## src/rtl/regfile_psr.sv

```systemverilog
// Register file with two combinational read ports, one write port with bypass,
// a 5-bit flag register, and a sequential clear sweep started by reset or clear_req.
module regfile_psr #(
    parameter int WIDTH = 16,
    parameter int DEPTH = 16,
    parameter int AW    = $clog2(DEPTH)
) (
    input  logic             clk,
    input  logic             reset_n,
    input  logic             regwrite,
    input  logic [AW-1:0]    wa,
    input  logic [WIDTH-1:0] wd,
    input  logic [AW-1:0]    ra1,
    input  logic [AW-1:0]    ra2,
    output logic [WIDTH-1:0] rd1,
    output logic [WIDTH-1:0] rd2,
    input  logic             flagwrite,
    input  logic [4:0]       flags_in,
    output logic [4:0]       psr,
    input  logic             clear_req,
    output logic             busy
);

    typedef enum logic {IDLE, CLEAR} state_t;

    localparam logic [AW:0]   DEPTH_X = (AW+1)'(DEPTH);
    localparam logic [AW-1:0] LAST    = AW'(DEPTH - 1);

    state_t           state;
    logic [AW-1:0]    idx;
    logic [WIDTH-1:0] regs [DEPTH];

    logic wa_ok, ra1_ok, ra2_ok, wq;

    assign wa_ok  = ({1'b0, wa}  < DEPTH_X);
    assign ra1_ok = ({1'b0, ra1} < DEPTH_X);
    assign ra2_ok = ({1'b0, ra2} < DEPTH_X);

    // clear_req only matters in IDLE, so !busy && !clear_req covers "no clear accepted"
    assign wq = reset_n && regwrite && !busy && !clear_req && wa_ok;

    always_ff @(posedge clk) begin
        if (!reset_n) begin
            state <= CLEAR;
            idx   <= '0;
            busy  <= 1'b1;
            psr   <= 5'b00000;
        end else begin
            if (flagwrite)
                psr <= flags_in;
            case (state)
                IDLE: begin
                    if (clear_req) begin
                        state <= CLEAR;
                        idx   <= '0;
                        busy  <= 1'b1;
                    end
                end
                CLEAR: begin
                    if (idx == LAST) begin
                        state <= IDLE;
                        busy  <= 1'b0;
                    end else begin
                        idx <= idx + 1'b1;
                    end
                end
                default: begin
                    state <= IDLE;
                    busy  <= 1'b0;
                end
            endcase
        end
    end

    // Storage carries no reset; the sweep zeroes it one entry per cycle
    always_ff @(posedge clk) begin
        if (reset_n && busy)
            regs[idx] <= '0;
        else if (wq)
            regs[wa] <= wd;
    end

    always_comb begin
        rd1 = '0;
        if (!busy) begin
            if (wq && ra1 == wa)
                rd1 = wd;
            else if (ra1_ok)
                rd1 = regs[ra1];
        end
    end

    always_comb begin
        rd2 = '0;
        if (!busy) begin
            if (wq && ra2 == wa)
                rd2 = wd;
            else if (ra2_ok)
                rd2 = regs[ra2];
        end
    end

endmodule

```

## config.mk

```make
export PLATFORM = sky130hd
export DESIGN_NAME = regfile_psr
export DESIGN_NICKNAME = d
export VERILOG_FILES = /design/src/rtl/regfile_psr.sv
export SDC_FILE = /design/constraint.sdc
export NUM_CORES = 1
export LEC_CHECK = 0
export BUFFER_PORTS_ARGS = -buffer_cell sky130_fd_sc_hd__buf_2
export CAP_MARGIN = 40
export CORE_MARGIN = 2
export CORE_UTILIZATION = 23
export CTS_CLUSTER_SIZE = 28
export DETAILED_ROUTE_END_ITERATION = 10
export GPL_ROUTABILITY_DRIVEN = 0
export GPL_TIMING_DRIVEN = 0
export PLACE_DENSITY = 0.39
export SYNTH_ARGS = -nofsm -noshare
export SYNTH_HDL_FRONTEND = slang
export SYNTH_SLANG_ARGS = --single-unit
```

## constraint.sdc

```tcl
create_clock -name clk -period 6.4 [get_ports clk]
set_clock_uncertainty 0.2 [all_clocks]
set_input_delay 0.32 -clock clk [delete_from_list [all_inputs] [get_ports clk]]
set_output_delay 0.32 -clock clk [all_outputs]
set_load 0.02 [all_outputs]
```

Yosys cells after proc, flatten, opt, wreduce, memory -nomap -nowiden
Memory sizes are Yosys's and may differ from the RTL's. Index checks and enable logic that the tools add are counted.

Register bits after elaboration: 11. Latch bits: 0. Bits in writable memories: 256. ROM bits: 0. Input port bits: 38. Output and inout bits: 38. Word-level logic and storage cells: 45. Memories kept: 1.

Add/subtract/negate cells: 1. Multipliers: 0. Divide/modulo/power cells: 0. Order comparisons: 0. Eq/ne operators: 6. Shifts and indexed selects: 0. Multiplexer cells: 21. Bitwise operators: 1. Reduce and logical (&&, ||, !) cells: 11.

Memory list: regs (depth 16, width 16, rd ports 2, clocked after memory_dff 0, write ports 1, line 31) `logic [WIDTH-1:0] regs [DEPTH];`.

Operators with widths (count): $mux W16 (5); $reduce_or A16 Y1 (1); $mux W4 (3); $mux W1 (10); $eq A4 B4 Y1 (2); $pmux W4 S2 (1); $logic_and A1 B1 Y1 (6); $add A4 B1 Y4 const B (1); $eq A4 B4 Y1 const B (1); $ne A2 B2 Y1 const B (2); $pmux W1 S2 (2); $reduce_and A2 Y1 (2); $logic_not A1 Y1 (2); $ne A2 B1 Y1 const B (1); $not A1 Y1 (1).

Depth between registers and ports, before layout
Depth in word-level cells: 8. Depth in mapped cells: 6. Depth with buffers taken out: 5.

Least setup slack after synthesis
No wires, ideal clock.

Path kind: flip-flop to flip-flop. Start point: register busy. End point: memory regs[0][0], enable pin. Library setup time: 388 ps. Data arrival time: 2088 ps. Setup slack: 3724 ps. Cell stages (with the launch flop): 6. Path through: dfxtp_1 and4bb_1 buf_2 nor3b_1 o221ai_1 nor2_1.

Cells in the longest elaborated chain, start to end: 8. Elaborated cells between the ends (all ways): 12. Classes of those cells: mux: 7; reduce/logical: 5.

RTL lines: from (decl) (line 21) `output logic busy`; from (signal assigned) (line 46) `busy <= 1'b1;`; from (signal assigned) (line 56) `busy <= 1'b1;`; from (signal assigned) (line 62) `busy <= 1'b0;`; $logic_not A1 Y1; $logic_and A1 B1 Y1 (2 in a row) (line 40) `assign wq = reset_n && regwrite && !busy && !clear_req && wa_ok;`; $mux W1 (line 79) `else if (wq)`; $mux W1 (line 77) `if (reset_n && busy)`; $mux W1 (implied by the code) (line 80) `regs[wa] <= wd;`; $reduce_or A16 Y1 (no source line); $mux W4 (no source line) or $mux W1 (tied branches); to (decl) (line 31).

Several ways; a longest one is shown, not always the timed one.

Worst setup path in the final report
Start point: register busy. End point: output rd1[14].

Cells in the longest elaborated chain, start to end: 6.

RTL lines: $logic_not A1 Y1; $logic_and A1 B1 Y1 (2 in a row) (line 40); $logic_and A1 B1 Y1 (line 86) `if (wq && ra1 == wa)`; $mux W16 (line 86); $mux W16 (*) (line 85) `if (!busy) begin`; to (decl) (line 15) `output logic [WIDTH-1:0] rd1,`.

Mark *: on every way between the ends. The rest lies on a longest branch, timed or not.

==> impl_metrics.ini <==
[timing]
fmax_ghz = 0.2861
finalCritPeriodShare_pct = 54.61
whs_ps = 23.69
drv_slew = 0
period_needed_ps = 3495
slew_headroom_pct = 41.92
fin_ws_ps = 2905
setup_tns_ps = 0
setup_viol = 0
worst_slew_pin_slew_ps = 871.1
rsz0062_at_grt = no
hold_viol = 0

[clocking]
numCtsBuffers = 29
htreeDepth = 1
cts_resized = 0
clockBufferDepth = 3
cts_tree = yes
postCtsHoldBufs = 10
cts_root_buf = clkbuf_16
cts_setup_buffers = 0
clock_latency_ps = 570
clk_pin_slew_ps = 60
cts.sinks = 267

[critical_path]
critPathKind = reg -> out
critPathLaunchType = register
rr_worst_depth = 5
r2r_start = busy
timing.rr.end = regs[2][4]
cp-end-kind = primary output
worstPathRequired_ps = 5880
crit_path_max_fanout = 10
r2r_slack_ps = 3320
crit_arrival_ps = 2980

[power_and_ir_drop]
p_leak_nw = 5.507
worst_ir_drop_vdd_mv = 0.1909
pwr_density_cell_nw_per_um2 = 246.9

[layout]
fill_cells = 5499
drive_above_1_share_pct = 33.93
seq_area_sq_um = 7908
utilization_pct = 28.00
area_growth_pct = 20.76
final-instance-count-excl-fill = 1591
diodes = 0
multiInputGateArea_sq_um = 4539
final_nets = 861

[run]
maxCapViolations = 0

[detailed_routing]
post_drt_wl_per_cell_microns = 25.65
drtIter0Drc = 704
ant_nets = 0
drc_errors = 0
num_vias = 7557
vias_per_cell = 4.750
drt_wl_total_mm = 40.81
drtPass1Iterations = 5

[yosys]
synth_edf_count = 256
ys_types = 38
syn_nets = 727
async_reset_ff_share_pct = 0
netlist.area_leader.share_pct = 60.31
synthCells = 688
synth_most_common_cell = edfxtp_1
yosysSeqAreaShare_pct = 62.03
yosysWarnings = 0
ys_seq_elements = 267
yosysTopAreaCell = edfxtp_1
netlist_area_sq_um = 12750
ys_top_cells_by_count = edfxtp_1, mux4_2, a22oi_1
avgSynthCellArea_sq_um = 18.53
synth_ff_type = edfxtp_1
synthTopCellsByArea = edfxtp_1, mux4_2, a22oi_1

[worst_hold_path]
holdPathStages = 3
hold_path_end = state
holdCritStartpoint = clear_req
hp-class = in -> reg

[placement]
dp_cells = 1529
dp_hpwl_mm = 29.20
io_buffer_count = 73
dp_slack_ps = 3161

[grt]
grt_overflow = 0
grt_pass1_wl_mm = 58.19
grt_pass1_vias = 8034
antenna_found_initial = 0
grt_usage_pct = 14.29
grt_max_degree = 17

[floorplanning]
boundaryPins = 76
start_util_pct = 23.18
floorplan.die.width_microns = 239.4
die_area_sq_um = 57320
std_cell_rows = 86
die_height_microns = 239.4
core-area_sq_um = 54990

[status]
outcome = finished clean
## per-stage QoR
stage                     area [sq um]  power, mW
after floorplan                  12750      2.123
after global routing             15390      3.933
after global placement           14050      2.228
after CTS                        15390      3.855
final                            15390      3.800
after detailed placement         14410      2.239
## critical path: stages, from the launching register on
cell and delay [ps]:
dfxtp_1 510, and4bb_1 300, a41oi_1 680, buf_2 400
a22o_1 290, buf_2 210
## final cells by class
type / count / share of cell area (%)
clock buffer: 38 / 4.934
buffer: 55 / 2.162
clock inverter: 14 / 0.8047
multi-input combinational: 364 / 29.49
sequential: 267 / 51.37
tap: 748 / 6.080
inverter: 2 / 0.04877
timing repair buffer: 103 / 5.113
## routing by layer
| layer | up-vias | share of wire (%) | track usage [%] |
|---|---|---|---|
| met1 | 4092 | 42 | 18.21 |
| li1 | 3220 | - | - |
| met3 | 66 | 3.4 | 1.452 |
| met4 | 0 | 2.9 | 4.754 |
| met5 | - | 0 | 0 |
| met2 | 179 | 52 | 25.33 |
## cells in the final DEF (no fill, tap or decap), types with 3 or more instances in the layout
master | synthesis | final
a22o_1 | 33 | 33
a22oi_1 | 64 | 64
a31oi_1 | 4 | 4
and2_1 | 18 | 18
buf_1 | 12 | 12
buf_12 | 3 | 3
buf_2 | 11 | 84
buf_4 | 5 | 5
buf_6 | 6 | 7
buf_8 | 0 | 17
clkbuf_1 | 18 | 27
clkbuf_16 | 0 | 29
clkinv_1 | 0 | 9
dfxtp_1 | 11 | 11
dlygate4sd3_1 | 0 | 10
edfxtp_1 | 256 | 256
mux2i_1 | 7 | 7
mux4_1 | 11 | 11
mux4_2 | 116 | 116
nand2_1 | 37 | 37
nand3_1 | 3 | 3
nor2_1 | 23 | 7
nor2_2 | 0 | 16
nor2b_1 | 13 | 13
nor3b_1 | 5 | 5
xnor2_1 | 4 | 4
xor2_1 | 4 | 4
## cell families after synthesis
group,after synthesis,share of synthesized area (%)
buffers and inverters,57,2.670
AOI/OAI and AO/OA,110,6.753
xor gates and xnor gates,8,0.5496
adders and majority gates,1,0.09814
muxes,136,23.60
and+or+nand+nor,109,4.299
DFF,267,62.03
## flip-flops by register name, indices dropped and copies added (netlist names)
signal  count
busy        1
idx         4
psr         5
regs      256
state       1
## power by group
part,internal [mW],switching [mW]
Sequential,1.91,0.00939
Combinational,0.121,0.164
Clock,0.912,0.685
Total,2.94,0.859
## worst max-delay path by stage
stage	from	to	slack [ps]	depth (start not counted)
after floorplan	busy	regs[0][0]	3720	5
after global placement	reset_n	regs[9][11]	2470	6
after detailed placement	ra2[2]	rd2[15]	3160	8
after CTS	busy	rd1[14]	2900	5
after global routing	busy	rd2[14]	2800	5
final	busy	rd1[14]	2900	5
(Power assumes the default switching activity.)
